--- config.mk ---
export PLATFORM = sky130hd
export DESIGN_NAME = uart_tx_feeder_flat
export DESIGN_NICKNAME = d
export VERILOG_FILES = /design/src/rtl/uart_tx_feeder_pkg.sv /design/src/rtl/uart_tx_feeder_if.sv /design/src/rtl/uart_tx_feeder_fifo.sv /design/src/rtl/uart_tx_feeder.sv /design/src/flat_wrapper.sv
export SDC_FILE = /design/constraint.sdc
export NUM_CORES = 1
export LEC_CHECK = 0
export ABC_AREA = 1
export BUFFER_PORTS_ARGS = -buffer_cell sky130_fd_sc_hd__buf_2
export CAP_MARGIN = 40
export CORE_ASPECT_RATIO = 0.5
export CORE_MARGIN = 2
export CORE_UTILIZATION = 30
export DETAILED_ROUTE_END_ITERATION = 6
export PLACE_DENSITY_LB_ADDON = 0.2
export SLEW_MARGIN = 20
export SYNTH_ARGS = -nofsm -noshare
export SYNTH_HDL_FRONTEND = slang
export SYNTH_SLANG_ARGS = --single-unit
--- constraint.sdc ---
create_clock -name clk -period 5.72 [get_ports clk]
set_input_delay 0.286 -clock clk [delete_from_list [all_inputs] [get_ports clk]]
set_output_delay 0.286 -clock clk [all_outputs]
set_load 0.02 [all_outputs]
--- src/rtl/uart_tx_feeder_pkg.sv ---
// Shared defaults, ASCII constants and FSM encodings for the UART TX feeder.
// UART_FEEDER_HEX_ASCII_EN adds the hex-ASCII states and nibble encoder.
package uart_tx_feeder_pkg;

    localparam int DATA_W_DEF = 8;
    localparam int DEPTH_DEF  = 16;
    localparam int AW_DEF     = 4;

    localparam logic [2:0] ST_IDLE    = 3'd0;
    localparam logic [2:0] ST_SEND    = 3'd1;
    localparam logic [2:0] ST_WAIT    = 3'd2;

`ifdef UART_FEEDER_HEX_ASCII_EN
    localparam logic [2:0] ST_SEND_LO = 3'd3;
    localparam logic [2:0] ST_WAIT_LO = 3'd4;

    localparam logic [7:0] ASCII_DIGIT_BASE = 8'h30;
    // 'A' (0x41) minus 10, so nibble A..F lands on 0x41..0x46
    localparam logic [7:0] ASCII_ALPHA_OFS  = 8'h37;

    function automatic logic [7:0] hex_char(input logic [3:0] nib);
        return (nib < 4'd10) ? ASCII_DIGIT_BASE + {4'h0, nib}
                             : ASCII_ALPHA_OFS  + {4'h0, nib};
    endfunction
`endif

endpackage

--- src/rtl/uart_tx_feeder_if.sv ---
// Producer/transmitter-side signal bundle of the UART TX feeder.
interface uart_tx_feeder_if
    import uart_tx_feeder_pkg::*;
#(
    parameter int DATA_W = DATA_W_DEF,
    parameter int AW     = AW_DEF
);
    logic [DATA_W-1:0] din;
    logic              din_vld;
    logic              full;
    logic              empty;
    logic [AW:0]       usedw;
    logic              overflow;
    logic              ovf_clr;
    logic              tx_busy;
    logic              tx_byte_vld;
    logic [DATA_W-1:0] tx_byte;

    modport master (
        output din, din_vld, ovf_clr, tx_busy,
        input  full, empty, usedw, overflow, tx_byte_vld, tx_byte
    );

    modport slave (
        input  din, din_vld, ovf_clr, tx_busy,
        output full, empty, usedw, overflow, tx_byte_vld, tx_byte
    );
endinterface

--- src/rtl/uart_tx_feeder_fifo.sv ---
// Synchronous byte FIFO with registered occupancy and a sticky overflow flag.
// A write into a full FIFO is accepted when a pop happens in the same cycle.
module uart_feeder_fifo
    import uart_tx_feeder_pkg::*;
#(
    parameter int DATA_W = DATA_W_DEF,
    parameter int DEPTH  = DEPTH_DEF,
    parameter int AW     = AW_DEF
) (
    input  logic              clk,
    input  logic              rst_n,
    input  logic [DATA_W-1:0] din,
    input  logic              din_vld,
    input  logic              pop,
    input  logic              ovf_clr,
    output logic [DATA_W-1:0] head,
    output logic              full,
    output logic              empty,
    output logic [AW:0]       usedw,
    output logic              overflow
);
    logic [DATA_W-1:0] mem [DEPTH];
    logic [AW-1:0]     wr_ptr;
    logic [AW-1:0]     rd_ptr;
    logic              pop_ok;
    logic              push;
    logic              drop;

    assign full   = (usedw == (AW+1)'(DEPTH));
    assign empty  = (usedw == '0);
    assign pop_ok = pop & ~empty;
    assign push   = din_vld & (~full | pop_ok);
    assign drop   = din_vld & full & ~pop_ok;
    assign head   = mem[rd_ptr];

    always_ff @(posedge clk) begin
        if (push) mem[wr_ptr] <= din;
    end

    // Power-of-two depth: pointers wrap by natural overflow
    always_ff @(posedge clk or negedge rst_n) begin
        if (!rst_n) begin
            wr_ptr   <= '0;
            rd_ptr   <= '0;
            usedw    <= '0;
            overflow <= 1'b0;
        end else begin
            if (push)   wr_ptr <= wr_ptr + AW'(1);
            if (pop_ok) rd_ptr <= rd_ptr + AW'(1);
            case ({push, pop_ok})
                2'b10:   usedw <= usedw + (AW+1)'(1);
                2'b01:   usedw <= usedw - (AW+1)'(1);
                default: usedw <= usedw;
            endcase
            if (drop)         overflow <= 1'b1;
            else if (ovf_clr) overflow <= 1'b0;
        end
    end

endmodule

--- src/rtl/uart_tx_feeder.sv ---
// FIFO-backed scheduler issuing one-cycle send strobes to an idle UART TX.
// Define UART_FEEDER_HEX_ASCII_EN to send each byte as two ASCII hex chars.
module uart_tx_feeder
    import uart_tx_feeder_pkg::*;
#(
    parameter int DATA_W = DATA_W_DEF,
    parameter int DEPTH  = DEPTH_DEF,
    parameter int AW     = AW_DEF
) (
    input  logic             clk,
    input  logic             rst_n,
    uart_tx_feeder_if.slave  bus
);
    logic [2:0]        state;
    logic              pop;
    logic [DATA_W-1:0] head;
    logic              vld_q;
    logic [DATA_W-1:0] byte_q;
`ifdef UART_FEEDER_HEX_ASCII_EN
    logic [3:0]        lo_nib;
`endif

    uart_feeder_fifo #(
        .DATA_W (DATA_W),
        .DEPTH  (DEPTH),
        .AW     (AW)
    ) u_fifo (
        .clk      (clk),
        .rst_n    (rst_n),
        .din      (bus.din),
        .din_vld  (bus.din_vld),
        .pop      (pop),
        .ovf_clr  (bus.ovf_clr),
        .head     (head),
        .full     (bus.full),
        .empty    (bus.empty),
        .usedw    (bus.usedw),
        .overflow (bus.overflow)
    );

    assign pop             = (state == ST_IDLE) & ~bus.empty & ~bus.tx_busy;
    assign bus.tx_byte_vld = vld_q;
    assign bus.tx_byte     = byte_q;

    // SEND never looks at tx_busy: the strobe itself holds busy high that cycle
    always_ff @(posedge clk or negedge rst_n) begin
        if (!rst_n) begin
            state  <= ST_IDLE;
            vld_q  <= 1'b0;
            byte_q <= '0;
`ifdef UART_FEEDER_HEX_ASCII_EN
            lo_nib <= '0;
`endif
        end else begin
            case (state)
                ST_IDLE: begin
                    if (pop) begin
                        state  <= ST_SEND;
                        vld_q  <= 1'b1;
`ifdef UART_FEEDER_HEX_ASCII_EN
                        byte_q <= DATA_W'(hex_char(head[7:4]));
                        lo_nib <= head[3:0];
`else
                        byte_q <= head;
`endif
                    end
                end
                ST_SEND: begin
                    state <= ST_WAIT;
                    vld_q <= 1'b0;
                end
                ST_WAIT: begin
                    if (!bus.tx_busy) begin
`ifdef UART_FEEDER_HEX_ASCII_EN
                        state  <= ST_SEND_LO;
                        vld_q  <= 1'b1;
                        byte_q <= DATA_W'(hex_char(lo_nib));
`else
                        state  <= ST_IDLE;
`endif
                    end
                end
`ifdef UART_FEEDER_HEX_ASCII_EN
                ST_SEND_LO: begin
                    state <= ST_WAIT_LO;
                    vld_q <= 1'b0;
                end
                ST_WAIT_LO: begin
                    if (!bus.tx_busy) state <= ST_IDLE;
                end
`endif
                default: begin
                    state <= ST_IDLE;
                    vld_q <= 1'b0;
                end
            endcase
        end
    end

endmodule

--- src/flat_wrapper.sv ---
// flat-port wrapper written by rule: the top's interface ports become plain ports
module uart_tx_feeder_flat import uart_tx_feeder_pkg::*;
#(
    parameter int DATA_W = DATA_W_DEF,
    parameter int DEPTH  = DEPTH_DEF,
    parameter int AW     = AW_DEF
)
  (clk, rst_n, bus_din, bus_din_vld, bus_ovf_clr, bus_tx_busy, bus_full, bus_empty, bus_usedw, bus_overflow, bus_tx_byte_vld, bus_tx_byte);
  uart_tx_feeder_if #(.DATA_W(DATA_W), .AW(AW)) bus_i ();
  input  logic clk;
  input  logic rst_n;
  input wire logic [$bits(bus_i.din)-1:0] bus_din;
  input wire logic [$bits(bus_i.din_vld)-1:0] bus_din_vld;
  input wire logic [$bits(bus_i.ovf_clr)-1:0] bus_ovf_clr;
  input wire logic [$bits(bus_i.tx_busy)-1:0] bus_tx_busy;
  output wire logic [$bits(bus_i.full)-1:0] bus_full;
  output wire logic [$bits(bus_i.empty)-1:0] bus_empty;
  output wire logic [$bits(bus_i.usedw)-1:0] bus_usedw;
  output wire logic [$bits(bus_i.overflow)-1:0] bus_overflow;
  output wire logic [$bits(bus_i.tx_byte_vld)-1:0] bus_tx_byte_vld;
  output wire logic [$bits(bus_i.tx_byte)-1:0] bus_tx_byte;
  assign bus_i.din = bus_din;
  assign bus_i.din_vld = bus_din_vld;
  assign bus_i.ovf_clr = bus_ovf_clr;
  assign bus_i.tx_busy = bus_tx_busy;
  assign bus_full = bus_i.full;
  assign bus_empty = bus_i.empty;
  assign bus_usedw = bus_i.usedw;
  assign bus_overflow = bus_i.overflow;
  assign bus_tx_byte_vld = bus_i.tx_byte_vld;
  assign bus_tx_byte = bus_i.tx_byte;
  uart_tx_feeder #(.DATA_W(DATA_W), .DEPTH(DEPTH), .AW(AW)) u_core (.clk(clk), .rst_n(rst_n), .bus(bus_i));
endmodule
==> results of run 1 <==
-- metal layers --
layer  track usage, %  vias up  wire (µm)
li1                 -     2169          -
met1             21.1     2080       8310
met2             21.8      122       6920
met3             4.14       15       1010
met4             5.33        0        195
met5                0        -          0
-- per-stage QoR --
stage	cells	power, µW	utilization, %
floorplan	644	2490	-
global placement	949	2860	32.5
detailed placement	956	2880	32.8
CTS	989	3920	35.3
global route	993	4160	35.5
finish	993	3900	35.5
-- what timing repair did --
action / in CTS / in global routing
setup endpoints to repair: 0 / 0
hold buffers: 1 / 0
hold endpoints to repair: 25 / 0
-- power by group --
group	switching (µW)	internal, µW	total [µW]
clock	447	593	1040
sequential	110	1380	1500
combinational	954	407	1360
total	1510	2380	3900
-- worst max path at each step --
stage,start,end,slack [ps],cells past startpoint
finish,u_core.u_fifo.rd_ptr[0]$_DFFE_PN0N_,u_core.bus.tx_byte[3]$_DFFE_PN0P_,3150,11
global route,u_core.u_fifo.rd_ptr[0]$_DFFE_PN0N_,u_core.bus.tx_byte[3]$_DFFE_PN0P_,2950,11
CTS,u_core.u_fifo.rd_ptr[0]$_DFFE_PN0N_,u_core.bus.tx_byte[4]$_DFFE_PN0P_,3140,11
detailed placement,u_core.u_fifo.rd_ptr[0]$_DFFE_PN0N_,u_core.bus.tx_byte[3]$_DFFE_PN0P_,3150,11
global placement,u_core.u_fifo.rd_ptr[0]$_DFFE_PN0N_,u_core.bus.tx_byte[7]$_DFFE_PN0P_,3120,10
floorplan,u_core.u_fifo.usedw[1]$_DFFE_PN0P_,u_core.u_fifo.usedw[4]$_DFFE_PN0P_,3670,13
-- cell usage in the layout, fill, tap and decap left out, types with 2 or more instances in the layout --
cell type / Yosys / routed
clkbuf_1: 2 / 2
nand2_1: 222 / 222
clkinv_1: 2 / 4
clkbuf_16: 0 / 17
inv_1: 84 / 84
xor2_1: 7 / 7
nand2_4: 4 / 4
buf_2: 13 / 29
nand3_1: 90 / 90
nor2_1: 18 / 18
o21ai_0: 3 / 3
o211ai_1: 8 / 8
a21oi_1: 2 / 2
edfxtp_1: 128 / 128
dfrtp_1: 25 / 24
clkinv_4: 0 / 3
inv_2: 3 / 3
ha_1: 8 / 8
buf_4: 4 / 13
clkinvlp_4: 0 / 3
clkinv_2: 0 / 4
-- state kept, by name, summed over array words and instances (netlist names) --
name / cells
u_core.u_fifo.mem: 128
u_core.bus.tx_byte: 8
u_core.u_fifo.usedw: 5
u_core.u_fifo.rd_ptr: 4
u_core.u_fifo.wr_ptr: 4
u_core.state: 2
u_core.bus.tx_byte_vld: 1
u_core.u_fifo.overflow: 1
-- cell families after synthesis --
kind of cell | count (synthesis) | share of synthesized area, %
flops | 153 | 65.9
simple gates | 339 | 21.4
compound gates | 17 | 1.72
fa+ha+maj | 9 | 1.77
xor+xnor | 9 | 1.27
buf+inv | 117 | 7.86
-- layout make-up --
type	instances	share of cell area [%]
clock inverter	13	1.37
inverter	90	4.38
tap	300	4.83
multi-input combinational	374	22.8
clock buffer	19	5.57
sequential	153	57.5
timing repair buffer	44	3.51
==> impl_metrics.json, run 1 <==
{
  "status": "complete, no violations",
  "fin_crit_sh_pct": 45.0,
  "relSlewSlack_pct": 43.3,
  "antenna_found_initial": 0,
  "drive_gt1_share_pct": 12.6,
  "synth_cell_types": 31,
  "die_w_um": 217,
  "drc": 0,
  "endpoint_kind": "flop",
  "ff2ff_setup_slack_ps": 3150,
  "min-delay-start": "bus_ovf_clr",
  "hold_violations": 0,
  "crit_fanout": 75,
  "dieArea_um2": 23900,
  "port_buffers": 29,
  "final_max_slew_viol_count": 0,
  "cts_buffer_depth": 2,
  "start_util_pct": 30.9,
  "syn_area_per_cell_um2": 10.5,
  "grt_usage_pct": 14.9,
  "period_minus_slack_ps": 2570,
  "r2r_cells": 11,
  "reg2reg_from": "u_core.u_fifo.rd_ptr[0]$_DFFE_PN0N_",
  "critical_path.top_delay_family": "buffers and inverters",
  "dpl_cell_area_um2": 7190,
  "drt-pass1-iter-count": 5,
  "setup_ws_ps": 3150,
  "first_iter_violations": 348,
  "cts_tree": "done",
  "fill_cells": 2183,
  "root_buffer": "clkbuf_16",
  "cpMaxStageDelayCell": "buf_4",
  "ys_ff_latch": 153,
  "path_cells": "buf_4, inv_2, buf_12, nand2_1, nand2_1, nand2_1, nand3_1, nand3_1, nand2_1, nand2_1, nand2_1",
  "synth-edff-count": 128,
  "vias_per_cell": 4.42,
  "register_area_um2": 4470,
  "drt-total-wl_mm": 16.4,
  "num_io_pins": 30,
  "coreArea_um2": 21900,
  "antenna_cells": 0,
  "rsz0062_at_grt": "false",
  "crit_type": "reg2reg",
  "async_reset_ff_share_pct": 16.3,
  "overflow": 0,
  "fin_tns_setup_ps": 0,
  "clock_skew_ps": 8.45,
  "power_density_nw_per_um2": 501,
  "multi_input_area_um2": 1780,
  "r2r-end": "u_core.bus.tx_byte[3]$_DFFE_PN0P_",
  "cts.sinks": 153,
  "whs_ps": 48.0,
  "ant_nets": 0,
  "cts.repair.resized": 0,
  "vias": 4386,
  "seq_area_frac_synth_pct": 65.9,
  "dpl_worst_slack_ps": 3150,
  "grt_pass1_wl_mm": 25.5,
  "routabilityCongestion": 0.747,
  "yosysTopAreaCell": "edfxtp_1",
  "synth_warnings": 0,
  "synthCells": 644,
  "crit_buf_inv": 3,
  "cts.clk_slew.worst_paths_ps": 60,
  "cts_buffers": 17,
  "cpPeakStageDelay_ps": 620,
  "synth_ff_type": "edfxtp_1",
  "cp-start-kind": "flop",
  "syn-cell-area_um2": 6780,
  "cap_violations": 0,
  "setup_violations": 0,
  "nNetsFinal": 702,
  "holdPathStages": 2,
  "yosysTopAreaCellShare_pct": 56.7,
  "timing.fmax_ghz": 0.389,
  "die_y_um": 110,
  "whs_endpoint": "u_core.u_fifo.overflow$_DFFE_PN0P_",
  "final_area_um2": 7770,
  "grt_pass1_vias": 4165,
  "cp_common_cell": "nand2_1",
  "h-tree-depth": 4,
  "post-cts-setup-buffer-count": 0,
  "clk-insertion-delay-late_ps": 430,
  "wl_per_cell_um": 16.5,
  "synth.area.top_cells": "edfxtp_1, nand2_1, dfrtp_1, nand3_1, inv_1",
  "syn_nets": 666,
  "grt_max_degree": 76,
  "crit_required_ps": 6040,
  "rows": 38,
  "syn_to_final_growth_pct": 14.7,
  "hpwl_mm": 10.3,
  "leakagePower_uw": 0.00334,
  "synth_most_common_cell": "nand2_1",
  "hold_class": "in2reg",
  "crit_arrival_ps": 2890,
  "peakVddDrop_uv": 287,
  "worst_pin_slew_ps": 847,
  "synth_commonest_cells": "nand2_1, edfxtp_1, nand3_1"
}
(Power assumes the default switching activity.)
==> inputs of run 2 (changes only) <==
- ABC_AREA: 1 -> 0
- clock period: 5.72 -> 2.4 ns (I/O delays scaled with it)
==> impl_metrics.json, run 2 <==
{
  "cts_buffers": 17,
  "syn_nets": 351,
  "syn-cell-area_um2": 6300,
  "status": "complete, no violations",
  "synth_warnings": 0,
  "fill_cells": 1898,
  "r2r_cells": 7,
  "holdPathStages": 3,
  "ant_nets": 0,
  "synth_commonest_cells": "edfxtp_1, dfrtp_1, mux4_2",
  "place_inst": 649,
  "seq_area_frac_synth_pct": 71.0,
  "num_io_pins": 30,
  "die_w_um": 209,
  "leakagePower_uw": 0.00279,
  "grt_use_met2_pct": 19.4,
  "root_buffer": "clkbuf_16",
  "clock_skew_ps": 10.6,
  "rsz0062_at_grt": "true",
  "synth_most_common_cell": "edfxtp_1",
  "crit_fanout": 4,
  "cts.clk_slew.worst_paths_ps": 70,
  "drc": 0,
  "yosysTopAreaCell": "edfxtp_1",
  "setup_violations": 0,
  "crit_required_ps": 2690,
  "vias_per_cell": 4.69,
  "grt_max_degree": 26,
  "regMostFlops": "u_core.u_fifo.mem",
  "relSlewSlack_pct": 56.0,
  "register_area_um2": 4470,
  "async_reset_ff_share_pct": 16.3,
  "fin_cells": 685,
  "overflow": 0,
  "worst_pin_slew_ps": 660,
  "synth_top_family_by_area": "multiplexers",
  "endpoint_kind": "flop",
  "syn_area_per_cell_um2": 19.1,
  "dpl_worst_slack_ps": 38.3,
  "fin_crit_sh_pct": 97.0,
  "synthCells": 329,
  "first_iter_violations": 348,
  "synth_xor_area_share_pct": 1.25,
  "multi_input_area_um2": 1690,
  "crit_buf_inv": 0,
  "cts_buffer_depth": 2,
  "synth_cell_types": 45,
  "antenna_cells": 0,
  "grt_pass1_vias": 3259,
  "final_common_cell": "edfxtp_1",
  "largest_reg_flops": 128,
  "period_minus_slack_ps": 2330,
  "grt_usage_pct": 12.7,
  "rows": 37,
  "post-cts-setup-buffer-count": 0,
  "dieArea_um2": 22200,
  "syn_to_final_growth_pct": 23.1,
  "drive_gt1_share_pct": 31.8,
  "coreArea_um2": 20600,
  "grt_use_met3_pct": 3.49,
  "port_buffers": 29,
  "synth-compound-area-share_pct": 4.91,
  "nNetsFinal": 421,
  "yosysTopAreaCellShare_pct": 61.0,
  "grt_pass1_wl_mm": 20.1,
  "cap_violations": 0,
  "met1_usage_pct": 17.7,
  "clk-insertion-delay-late_ps": 420,
  "hold_violations": 0,
  "path_cells": "or3_4, a211oi_4, ha_1, a21o_1, a2111o_1, o211ai_1, o211ai_1",
  "vias": 3216,
  "cts_tree": "done",
  "start_util_pct": 30.6,
  "h-tree-depth": 4,
  "hold_class": "in2reg",
  "synth-edff-count": 128,
  "cts.sinks": 153,
  "wl_per_cell_um": 19.6,
  "cpMaxStageDelayCell": "a2111o_1",
  "cp-start-kind": "flop",
  "cp_common_cell": "o211ai_1",
  "synthMuxAreaShare_pct": 14.0,
  "drt-total-wl_mm": 13.4,
  "final_cell_mix": "edfxtp_1, buf_2, dfrtp_1",
  "ys_ff_latch": 153,
  "drt-pass1-iter-count": 4,
  "setup_ws_ps": 72.1,
  "synth_ff_type": "edfxtp_1",
  "crit_type": "reg2reg",
  "finalPower_uw": 9400,
  "cpPeakStageDelay_ps": 410,
  "synthAdderAreaFrac_pct": 1.91,
  "die_y_um": 106,
  "peakVddDrop_uv": 602,
  "synth.area.top_cells": "edfxtp_1, dfrtp_1, mux4_2, mux4_1, ha_1",
  "power_density_nw_per_um2": 1210,
  "critical_path.top_delay_family": "compound AO/OA/AOI/OAI gates",
  "top_usage_layer": "met2",
  "timing.fmax_ghz": 0.430,
  "crit_arrival_ps": 2620,
  "routabilityCongestion": 0.864,
  "antenna_found_initial": 1,
  "hpwl_mm": 8.96,
  "cp.depth": 7,
  "final_max_slew_viol_count": 0,
  "synthSimpleGateAreaFrac_pct": 4.33
}
## run 2: changes by cell type after synthesis, sizes merged, moves of 12 or more
cell / delta
nor2: -14
mux4: +32
buf: -13
inv: -76
and2: +12
nand2: -217
nand3: -90
## run 2: area by class of cell
class,instances,share of cell area (%)
Clock inverter,15,2.49
Multi-Input combinational cell,148,21.8
Clock buffer,17,5.49
Inverter,12,0.613
Tap cell,273,4.41
Sequential cell,153,57.7
Timing Repair Buffer,67,7.52
## run 2: kinds of logic (layout without fill, tap and decap cells)
group	count (synthesis)	in the layout
compound gates	39	39
xor+xnor	9	9
fa+ha+maj	9	9
buf+inv	28	111
flops	153	153
mux	44	44
simple gates	47	47
## run 2: through the flow
step / hold WS [ps] / instance area (µm²) / setup TNS [ps] / utilization [%]
2_1_floorplan: -176 / 6310 / 0 / -
3_3_place_gp: 161 / 7070 / 0 / 34.4
3_5_place_dp: 179 / 7070 / 0 / 34.4
4_1_cts: 83.1 / 7720 / 0 / 37.6
5_1_grt: 107 / 7750 / -30.1 / 37.7
6_report: 95.7 / 7750 / 0 / 37.7
## run 2: layer usage
| layer | vias to the layer above | wire length [µm] |
|---|---|---|
| met1 | 1660 | 6300 |
| met5 | - | 0 |
| met3 | 8 | 814 |
| met4 | 0 | 131 |
| met2 | 90 | 6180 |
| li1 | 1458 | - |
## run 2: what timing repair did
action / CTS / global route
endpoints found under the hold margin: 27 / 0
hold buffers: 3 / 0
resized for setup: 0 / 4
setup endpoints to repair: 0 / 25
## run 2: worst paths after layout
| check | start | to | slack (ps) |
|---|---|---|---|
| worst max register to register | u_core.state[1]$_DFFE_PN0P_ | u_core.u_fifo.usedw[4]$_DFFE_PN0P_ | 70 |
| worst min register to register | u_core.bus.tx_byte_vld$_DFFE_PN0P_ | u_core.bus.tx_byte_vld$_DFFE_PN0P_ | 480 |
| worst max-delay path | u_core.state[1]$_DFFE_PN0P_ | u_core.u_fifo.usedw[4]$_DFFE_PN0P_ | 70 |
| max in group asynchronous | rst_n | u_core.u_fifo.rd_ptr[0]$_DFFE_PN0N_ | 1680 |
| min in group asynchronous | rst_n | u_core.u_fifo.overflow$_DFFE_PN0P_ | 270 |
| worst min-delay path | bus_din_vld | u_core.u_fifo.overflow$_DFFE_PN0P_ | 100 |
## run 2: power breakdown
part	total (µW)	switching, µW	internal, µW	leakage [µW]
registers	3670	348	3320	0.00146
logic	3010	1520	1490	0.00103
clock network	2720	1210	1510	0.000302
## run 2: worst reg2reg max path: stages, from the launching register on
cell and delay (ps):
dfrtp_1 380, or3_4 400, a211oi_4 310, ha_1 300
a21o_1 190, a2111o_1 410, o211ai_1 100, o211ai_1 110
==> inputs of run 3 (changes only) <==
- CELL_PAD_IN_SITES_DETAIL_PLACEMENT: not set -> 1
- CELL_PAD_IN_SITES_GLOBAL_PLACEMENT: not set -> 2
==> impl_metrics.json, run 3 (same netlist as run 2, synthesis figures left out) <==
{
  "timing.fmax_ghz": 0.426,
  "p_int_uw": 6250,
  "fin_crit_sh_pct": 97.8,
  "cts_tree": "done",
  "vias_per_cell": 4.77,
  "path_cells": "or3_4, a211oi_4, ha_4, a21o_1, a2111o_1, o211ai_1, o211ai_1",
  "dpl_cell_area_um2": 7110,
  "fill_cells": 2017,
  "antenna_cells": 0,
  "reg2reg_from": "u_core.state[1]$_DFFE_PN0P_",
  "r2r_cells": 7,
  "rsz0062_at_grt": "true",
  "cts_buffer_depth": 2,
  "finalPower_uw": 9330,
  "register_area_um2": 4470,
  "setup_violations": 0,
  "critical_path.top_delay_family": "compound AO/OA/AOI/OAI gates",
  "crit_buf_inv": 0,
  "regMostFlops": "u_core.u_fifo.mem",
  "clock_skew_ps": 10.6,
  "whs_ps": 118,
  "whs_endpoint": "u_core.u_fifo.mem[7][4]$_DFFE_PP_",
  "grt_usage_pct": 14.0,
  "clk-insertion-delay-late_ps": 420,
  "routabilityCongestion": 0.731,
  "die_y_um": 106,
  "cap_violations": 0,
  "largest_reg_flops": 128,
  "start_util_pct": 30.6,
  "first_iter_violations": 222,
  "cpPeakStageDelay_ps": 420,
  "hpwl_mm": 9.62,
  "root_buffer": "clkbuf_16",
  "hold_violations": 0,
  "dieArea_um2": 22200,
  "vias": 3276,
  "crit_required_ps": 2690,
  "grt_pass1_vias": 3644,
  "grt_max_degree": 28,
  "die_w_um": 209,
  "clkPwrFrac_pct": 27.7,
  "final_cell_mix": "edfxtp_1, buf_2, buf_4, dfrtp_1, mux4_2",
  "r2r-end": "u_core.u_fifo.usedw[4]$_DFFE_PN0P_",
  "cpMaxStageDelayCell": "a2111o_1",
  "syn_to_final_growth_pct": 23.1,
  "worst_pin_slew_ps": 666,
  "port_buffers": 29,
  "leakagePower_uw": 0.00277,
  "drt-total-wl_mm": 14.5,
  "crit_arrival_ps": 2630,
  "final_area_um2": 7750,
  "overflow": 0,
  "status": "complete, no violations",
  "relSlewSlack_pct": 55.6,
  "fin_tns_setup_ps": 0,
  "min-delay-start": "bus_din[4]",
  "cts.sinks": 153,
  "drt-pass1-iter-count": 4,
  "power_density_nw_per_um2": 1200,
  "final_max_slew_viol_count": 0,
  "p_seq_share_pct": 38.8,
  "final_common_cell": "edfxtp_1",
  "swShare_pct": 33.0,
  "cp_common_cell": "o211ai_1",
  "drive_gt1_share_pct": 31.6,
  "switchingPower_uw": 3070,
  "nNetsFinal": 423,
  "num_io_pins": 30,
  "cts_buffers": 17,
  "ff2ff_setup_slack_ps": 50,
  "endpoint_kind": "flop",
  "cp-start-kind": "flop",
  "holdPathStages": 1,
  "coreArea_um2": 20600,
  "hold_class": "in2reg",
  "grt_pass1_wl_mm": 22.3,
  "peakVddDrop_uv": 423,
  "antenna_found_initial": 0,
  "final_util_pct": 37.7,
  "crit_type": "reg2reg",
  "wl_per_cell_um": 21.1,
  "multi_input_area_um2": 1710,
  "period_minus_slack_ps": 2350,
  "h-tree-depth": 4,
  "drc": 0,
  "rows": 37,
  "cts.clk_slew.worst_paths_ps": 70,
  "p_comb_share_pct": 33.6,
  "ant_nets": 0,
  "crit_fanout": 4
}
==> run 3: cell count changes in the layout (fill, tap and decap cells not counted), sizes merged <==
| cell | change |
|---|---|
| buf | +2 |
| inv | -3 |
| clkinvlp | +1 |
| clkinv | +2 |
==> run 3: how the worst max path moves through the flow <==
stage	startpoint	endpoint	slack [ps]	depth (start not counted)
floorplan	u_core.u_fifo.usedw[1]$_DFFE_PN0P_	u_core.u_fifo.usedw[4]$_DFFE_PN0P_	10	7
detailed placement	u_core.state[1]$_DFFE_PN0P_	u_core.u_fifo.usedw[4]$_DFFE_PN0P_	20	7
global placement	u_core.state[1]$_DFFE_PN0P_	u_core.u_fifo.usedw[4]$_DFFE_PN0P_	60	7
finish	u_core.state[1]$_DFFE_PN0P_	u_core.u_fifo.usedw[4]$_DFFE_PN0P_	50	7
CTS	u_core.state[1]$_DFFE_PN0P_	u_core.u_fifo.usedw[4]$_DFFE_PN0P_	7	7
global route	u_core.state[1]$_DFFE_PN0P_	u_core.u_fifo.usedw[3]$_DFFE_PN0P_	-50	8
==> run 3: stage by stage <==
stage,worst slack [ps],cells
floorplan,12.7,329
global placement,57.9,651
detailed placement,24.3,651
CTS,6.62,686
global route,-47.4,687
finish,51.9,687
==> run 3: worst register-to-register path, delay by kind of cell, from the launching register on <==
kind                     cells  cell delay (ps)
flip-flops                   1              380
AO/OA/AOI/OAI                5             1180
AND/OR/NAND/NOR              1              410
adder cells (fa/ha/maj)      1              260
==> run 3: layout make-up <==
cell class | count | area share (%)
well taps | 273 | 4.41
repair buffers | 69 | 7.95
clock inverters | 15 | 1.81
inverters | 12 | 0.614
flip-flops and latches | 153 | 57.7
multi-input cells | 148 | 22.0
clock buffers | 17 | 5.49
==> run 3: timing repair <==
action	in CTS	in global routing
hold endpoints to repair	27	0
buffers inserted	0	1
setup endpoints to repair	0	129
gates resized for setup	0	4
hold buffers	3	0
==> run 3: power groups by stage <==
stage / combinational [µW] / clock, µW / sequential, µW
after global placement: 3060 / 0 / 3640
after floorplan: 1950 / 0 / 3700
after CTS: 3150 / 2660 / 3620
after global routing: 3410 / 2760 / 3670
final: 3130 / 2580 / 3620
after detailed placement: 3140 / 0 / 3680
==> run 3: routing by layer <==
metal  up-vias  global-route usage, %  routed length [µm]  share of wire, %
li1       1464                      -                   -                 -
met4         0                   4.23                 235               1.6
met1      1723                   17.3                6260                43
met2        71                   24.3                7360                51
met5         -                      0                   0                 0
met3        18                   3.72                 647               4.5
